File: src/rtl/sram_bus_arbiter.sv
// Merges the instruction-fetch and data SRAM-like channels onto one master port.
// An in-order ID FIFO routes each m_data_ok back to the master that issued it.
module sram_bus_arbiter #(
   parameter int OUTSTANDING = 4
) (
   input  logic        clk,
   input  logic        resetn,
   input  logic        inst_req,
   input  logic [31:0] inst_addr,
   output logic [31:0] inst_rdata,
   output logic        inst_addr_ok,
   output logic        inst_data_ok,
   input  logic        data_req,
   input  logic        data_wr,
   input  logic [3:0]  data_wstrb,
   input  logic [31:0] data_addr,
   input  logic [2:0]  data_size,
   input  logic [31:0] data_wdata,
   output logic [31:0] data_rdata,
   output logic        data_addr_ok,
   output logic        data_data_ok,
   output logic        m_req,
   output logic        m_wr,
   output logic [3:0]  m_wstrb,
   output logic [31:0] m_addr,
   output logic [2:0]  m_size,
   output logic [31:0] m_wdata,
   input  logic [31:0] m_rdata,
   input  logic        m_addr_ok,
   input  logic        m_data_ok
);

   localparam int PW = $clog2(OUTSTANDING);
   localparam int CW = PW + 1;

   localparam logic [1:0] IDLE  = 2'd0;
   localparam logic [1:0] GNT_I = 2'd1;
   localparam logic [1:0] GNT_D = 2'd2;

   logic [1:0]             state_q, state_d;
   logic                   lastInst_q, lastInst_d;
   logic [OUTSTANDING-1:0] idFifo_q;
   logic [PW-1:0]          rdPtr_q, wrPtr_q;
   logic [CW-1:0]          count_q, count_d;

   logic selData, reqActive, grantValid, fifoFull, push, pop, headData;

   // Pick the master: fixed by the lock in GNT_x, otherwise alternate on ties.
   always_comb begin
      selData   = 1'b0;
      reqActive = 1'b0;
      case (state_q)
         GNT_I: begin
            selData   = 1'b0;
            reqActive = inst_req;
         end
         GNT_D: begin
            selData   = 1'b1;
            reqActive = data_req;
         end
         default: begin
            selData   = (inst_req && data_req) ? lastInst_q : data_req;
            reqActive = inst_req | data_req;
         end
      endcase
   end

   assign grantValid = reqActive & resetn;
   assign fifoFull   = (count_q == CW'(OUTSTANDING));
   assign m_req      = grantValid & ~fifoFull;
   assign push       = m_req & m_addr_ok;
   assign pop        = m_data_ok & (count_q != '0);
   assign headData   = idFifo_q[rdPtr_q];

   assign inst_addr_ok = push & ~selData;
   assign data_addr_ok = push & selData;
   assign inst_data_ok = pop & ~headData;
   assign data_data_ok = pop & headData;
   assign inst_rdata   = m_rdata;
   assign data_rdata   = m_rdata;

   // Fields stay valid while a request is held even if a full FIFO suppresses m_req.
   always_comb begin
      m_wr    = 1'b0;
      m_wstrb = 4'h0;
      m_addr  = 32'h0;
      m_size  = 3'd0;
      m_wdata = 32'h0;
      if (grantValid) begin
         if (selData) begin
            m_wr    = data_wr;
            m_wstrb = data_wstrb;
            m_addr  = data_addr;
            m_size  = data_size;
            m_wdata = data_wdata;
         end else begin
            m_addr  = inst_addr;
            m_size  = 3'd2;
         end
      end
   end

   always_comb begin
      state_d    = state_q;
      lastInst_d = push ? ~selData : lastInst_q;
      count_d    = count_q;
      case (state_q)
         IDLE:    if (m_req && !m_addr_ok) state_d = selData ? GNT_D : GNT_I;
         GNT_I:   if (!inst_req || push) state_d = IDLE;
         GNT_D:   if (!data_req || push) state_d = IDLE;
         default: state_d = IDLE;
      endcase
      case ({push, pop})
         2'b10:   count_d = count_q + CW'(1);
         2'b01:   count_d = count_q - CW'(1);
         default: count_d = count_q;
      endcase
   end

   // Reset starts with "inst granted last" so data wins the first tie.
   always_ff @(posedge clk or negedge resetn) begin
      if (!resetn) begin
         state_q    <= IDLE;
         lastInst_q <= 1'b1;
         idFifo_q   <= '0;
         rdPtr_q    <= '0;
         wrPtr_q    <= '0;
         count_q    <= '0;
      end else begin
         state_q    <= state_d;
         lastInst_q <= lastInst_d;
         count_q    <= count_d;
         if (push) begin
            idFifo_q[wrPtr_q] <= selData;
            wrPtr_q           <= wrPtr_q + PW'(1);
         end
         if (pop) begin
            rdPtr_q <= rdPtr_q + PW'(1);
         end
      end
   end

endmodule
File: config.mk
export PLATFORM = sky130hd
export DESIGN_NAME = sram_bus_arbiter
export DESIGN_NICKNAME = d
export VERILOG_FILES = /design/src/rtl/sram_bus_arbiter.sv
export SDC_FILE = /design/constraint.sdc
export NUM_CORES = 1
export LEC_CHECK = 0
export CORE_AREA = 3 3 109 111
export CTS_CLUSTER_SIZE = 30
export DETAILED_ROUTE_END_ITERATION = 16
export DIE_AREA = 0 0 112 114
export PLACE_DENSITY = 0.69
export SYNTH_ARGS = -nofsm -noshare
export SYNTH_HDL_FRONTEND = slang
export SYNTH_SLANG_ARGS = --single-unit
File: constraint.sdc
create_clock -name clk -period 2.75 [get_ports clk]
set_input_delay 0.55 -clock clk [delete_from_list [all_inputs] [get_ports clk]]
set_output_delay 0.55 -clock clk [all_outputs]
set_load 0.02 [all_outputs]
==> flow_metrics.env, run 1 <==
export IMPL_grt_pass1_wl_um=12900
export IMPL_critPathMaxStageDelay_ns=0.50
export IMPL_htreeDepth=1
export IMPL_finalSetupViolCount=0
export IMPL_core_sq_mm=0.0109
export IMPL_min_period_ns=2.71
export IMPL_crit_required_ns=2.92
export IMPL_via_per_inst=4.43
export IMPL_synth_seq_cells=14
export IMPL_synth_top_family_by_area="simple AND/OR/NAND/NOR gates"
export IMPL_critPathLaunchType="input pin"
export IMPL_totalWireLength_um=8520
export IMPL_hold_start="count_q[2]$_DFFE_PN0P_"
export IMPL_avgSynthCellArea_sq_um=6.90
export IMPL_initial_core_util_pct=19.5
export IMPL_maxSlewViolCount=0
export IMPL_worst_ep_arrival_time_ns=2.88
export IMPL_cts_tree="yes"
export IMPL_whs_ns=0.494
export IMPL_drc=0
export IMPL_synthAdderAreaFrac_pct=5.65
export IMPL_fmax_mhz=369
export IMPL_p_leak_nw=1.79
export IMPL_cts_sinks=14
export IMPL_hp_class="register to register"
export IMPL_antennaDiodeCount=0
export IMPL_vias=2563
export IMPL_fin_util_pct=34.2
export IMPL_place_hpwl_um=7100
export IMPL_first_global_vias=2669
export IMPL_end_kind="register"
export IMPL_synth_simple_gate_area_share_pct=29.2
export IMPL_rr_startpoint="state_q[1]$_DFFE_PN0P_"
export IMPL_grt_ovfl_total=0
export IMPL_rsz0062_at_grt="true"
export IMPL_path_class="input pin to register"
export IMPL_p_per_area_mw_per_mm2=658
export IMPL_final_antenna_net_count=0
export IMPL_crit_slowest_cell="clkdlybuf4s50_1"
export IMPL_finalNonFillerCells=579
export IMPL_setup_tns_final_ns=0
export IMPL_numCtsBuffers=3
export IMPL_netlist_area_sq_mm=0.00213
export IMPL_dieArea_sq_mm=0.0128
export IMPL_synth_xor_area_share_pct=2.47
export IMPL_fin_nets=591
export IMPL_hold_depth=1
export IMPL_power_w=0.00245
export IMPL_grt_usage_pct=12.3
export IMPL_cp_common_cell="xor2_1"
export IMPL_io_pin_count=283
export IMPL_wl_per_cell_um=14.7
export IMPL_hold_violations=0
export IMPL_antenna_found_initial=0
export IMPL_reg2reg_slack_ns=0.04
export IMPL_drt_pre_antenna_iters=4
export IMPL_gp_congestion=0.876
export IMPL_ff2ff_path_depth=13
export IMPL_ys_types=35
export IMPL_drive_above_1_share_pct=23.7
export IMPL_dp_cells=574
export IMPL_critPathMaxFanout=5
export IMPL_syn_nets=459
export IMPL_timing_critical_path_from="resetn"
export IMPL_ys_warn_count=0
export IMPL_synthMuxAreaShare_pct=2.12
export IMPL_outcome="finished clean"
export IMPL_slew_headroom_pct=71.3
export IMPL_synthCells=308
export IMPL_area_growth_pct=74.9
export IMPL_async_flop_share_pct=100
export IMPL_port_buffers=186
export IMPL_post_route_period_util_pct=98.5
export IMPL_grt_max_degree=48
export IMPL_num_rows=38
export IMPL_worstMarginPinSlew_ns=0.427
export IMPL_ir_worst_vdd_mv=0.222
export IMPL_clkTransAtPathRegs_ns=0.06
export IMPL_drv_cap=0
export IMPL_reg2reg_to="count_q[2]$_DFFE_PN0P_"
export IMPL_die_h_um=114
export IMPL_cts_root_buffer="clkbuf_8"
export IMPL_synth_edff_count=0
export IMPL_min_delay_worst_endpoint="count_q[2]$_DFFE_PN0P_"
export IMPL_die_w_um=112
export IMPL_clock_path_buffers=2
export IMPL_worstPathCellList="clkdlybuf4s50_1, and2_4, a32o_2, buf_4, nand3_2, buf_6, ha_2, inv_1, fa_1, xor2_1, nor2_1, xor2_1"
export IMPL_clock_insertion_delay_worst_skew_ns=0.25
export IMPL_synth_main_ff_cell="dfrtp_1"
export IMPL_fin_skew_ns=0.00591
export IMPL_synth_compound_area_share_pct=15.4
export IMPL_drt_iter0_drc=140
export IMPL_ys_seq_area_share_pct=16.5
-- how the worst max path moves through the flow --
stage,to,slack (ns),cells after the start
2_1_floorplan,count_q[2]$_DFFE_PN0P_,0.36,12
5_1_grt,count_q[2]$_DFFE_PN0P_,-0.12,14
6_report,count_q[2]$_DFFE_PN0P_,0.04,12
3_5_place_dp,m_addr[15],-0.41,7
4_1_cts,m_addr[10],0.0001,7
3_3_place_gp,m_addr[28],-0.35,7
-- metrics by stage --
step	setup WS [ns]	area, sq um
floorplan	0.359	2130
global placement	-0.354	3850
detailed placement	-0.413	3850
CTS	0.000104	3900
global route	-0.123	3720
finish	0.0415	3720
-- worst max-delay path, delay by kind of cell --
kind	cells	cell delay (ns)
and+or+nand+nor	3	0.41
xor gates and xnor gates	2	0.30
AOI/OAI and AO/OA	1	0.25
buffers and inverters	4	0.83
adders and majority gates	2	0.55
-- flip-flops by register name, indices dropped and copies added, names as in the netlist --
name,cells
state_q,2
idFifo_q,4
rdPtr_q,2
lastInst_q,1
count_q,3
wrPtr_q,2
-- timing repair --
item	4_1_cts	5_1_grt
pin swaps	0	1
buffers inserted	0	0
gates resized for setup	140	80
gates cloned	0	1
hold buffers	0	0
endpoints found under the setup margin	76	76
-- synth_stat cells, types with 2 or more instances --
| cell type | instances | area share (%) |
|---|---|---|
| nand2_1 | 69 | 12 |
| buf_4 | 66 | 23 |
| and3_1 | 39 | 11 |
| a21oi_1 | 32 | 7.5 |
| dfrtp_1 | 13 | 15 |
| inv_1 | 11 | 1.9 |
| clkbuf_1 | 10 | 1.8 |
| a31oi_1 | 8 | 2.4 |
| ha_1 | 8 | 4.7 |
| buf_2 | 7 | 1.6 |
| nor2_1 | 7 | 1.2 |
| and2_1 | 6 | 1.8 |
| xnor2_1 | 4 | 1.6 |
| nand2b_1 | 3 | 0.88 |
| o21ai_0 | 3 | 0.71 |
| mux2_1 | 2 | 1.1 |
| xor2_1 | 2 | 0.82 |
-- logic make-up (layout without fill, tap and decap cells) --
family | count (synthesis) | count (layout)
fa+ha+maj | 9 | 9
flops | 14 | 14
simple gates | 128 | 128
buf+inv | 94 | 225
mux | 3 | 3
xor+xnor | 6 | 6
compound gates | 54 | 54
-- cells in the final DEF (no fill, tap or decap), types with 2 or more instances in the layout --
| master | count |
|---|---|
| o21ai_0 | 3 |
| clkdlybuf4s15_1 | 9 |
| a31oi_1 | 8 |
| clkdlybuf4s15_2 | 11 |
| dfrtp_1 | 13 |
| ha_1 | 7 |
| clkdlybuf4s50_1 | 111 |
| nand2_1 | 69 |
| buf_6 | 2 |
| buf_12 | 6 |
| xnor2_1 | 4 |
| and2_1 | 5 |
| buf_4 | 16 |
| a21oi_1 | 32 |
| clkbuf_8 | 3 |
| and3_1 | 39 |
| mux2_1 | 2 |
| inv_1 | 11 |
| nor2_1 | 6 |
| dlygate4sd2_1 | 3 |
| xor2_1 | 2 |
| clkbuf_2 | 50 |
-- metal layers --
metal / vias to the layer above / GRT usage, % / share of wire [%]
met5: - / 0 / 0
met4: 0 / 3.77 / 2.2
met3: 28 / 5.15 / 12
met2: 170 / 24.2 / 52
met1: 1142 / 11.6 / 33
li1: 1223 / - / -
-- cell type report --
cell class,instances,area (sq um)
clock buffer,4,45.0
inverter,11,41.3
timing repair buffer,210,1890
sequential,14,352
fill,1158,7170
multi-input combinational,200,1210
tap,140,175
-- where the power goes --
group / switching (W) / total (W) / leakage [nW] / internal [W]
sequential: 0.0000951 / 0.000409 / 0.166 / 0.000314
combinational: 0.00100 / 0.00186 / 1.60 / 0.000859
clock: 0.0000725 / 0.000175 / 0.0228 / 0.000102
total: 0.00117 / 0.00245 / 1.79 / 0.00128
(Power assumes the default switching activity.)
==> run 2: changes to the inputs <==
Settings changed: GPL_ROUTABILITY_DRIVEN set to 1.
==> results of run 2 <==
Final layout, timing and power as in run 1 (identical DEF).
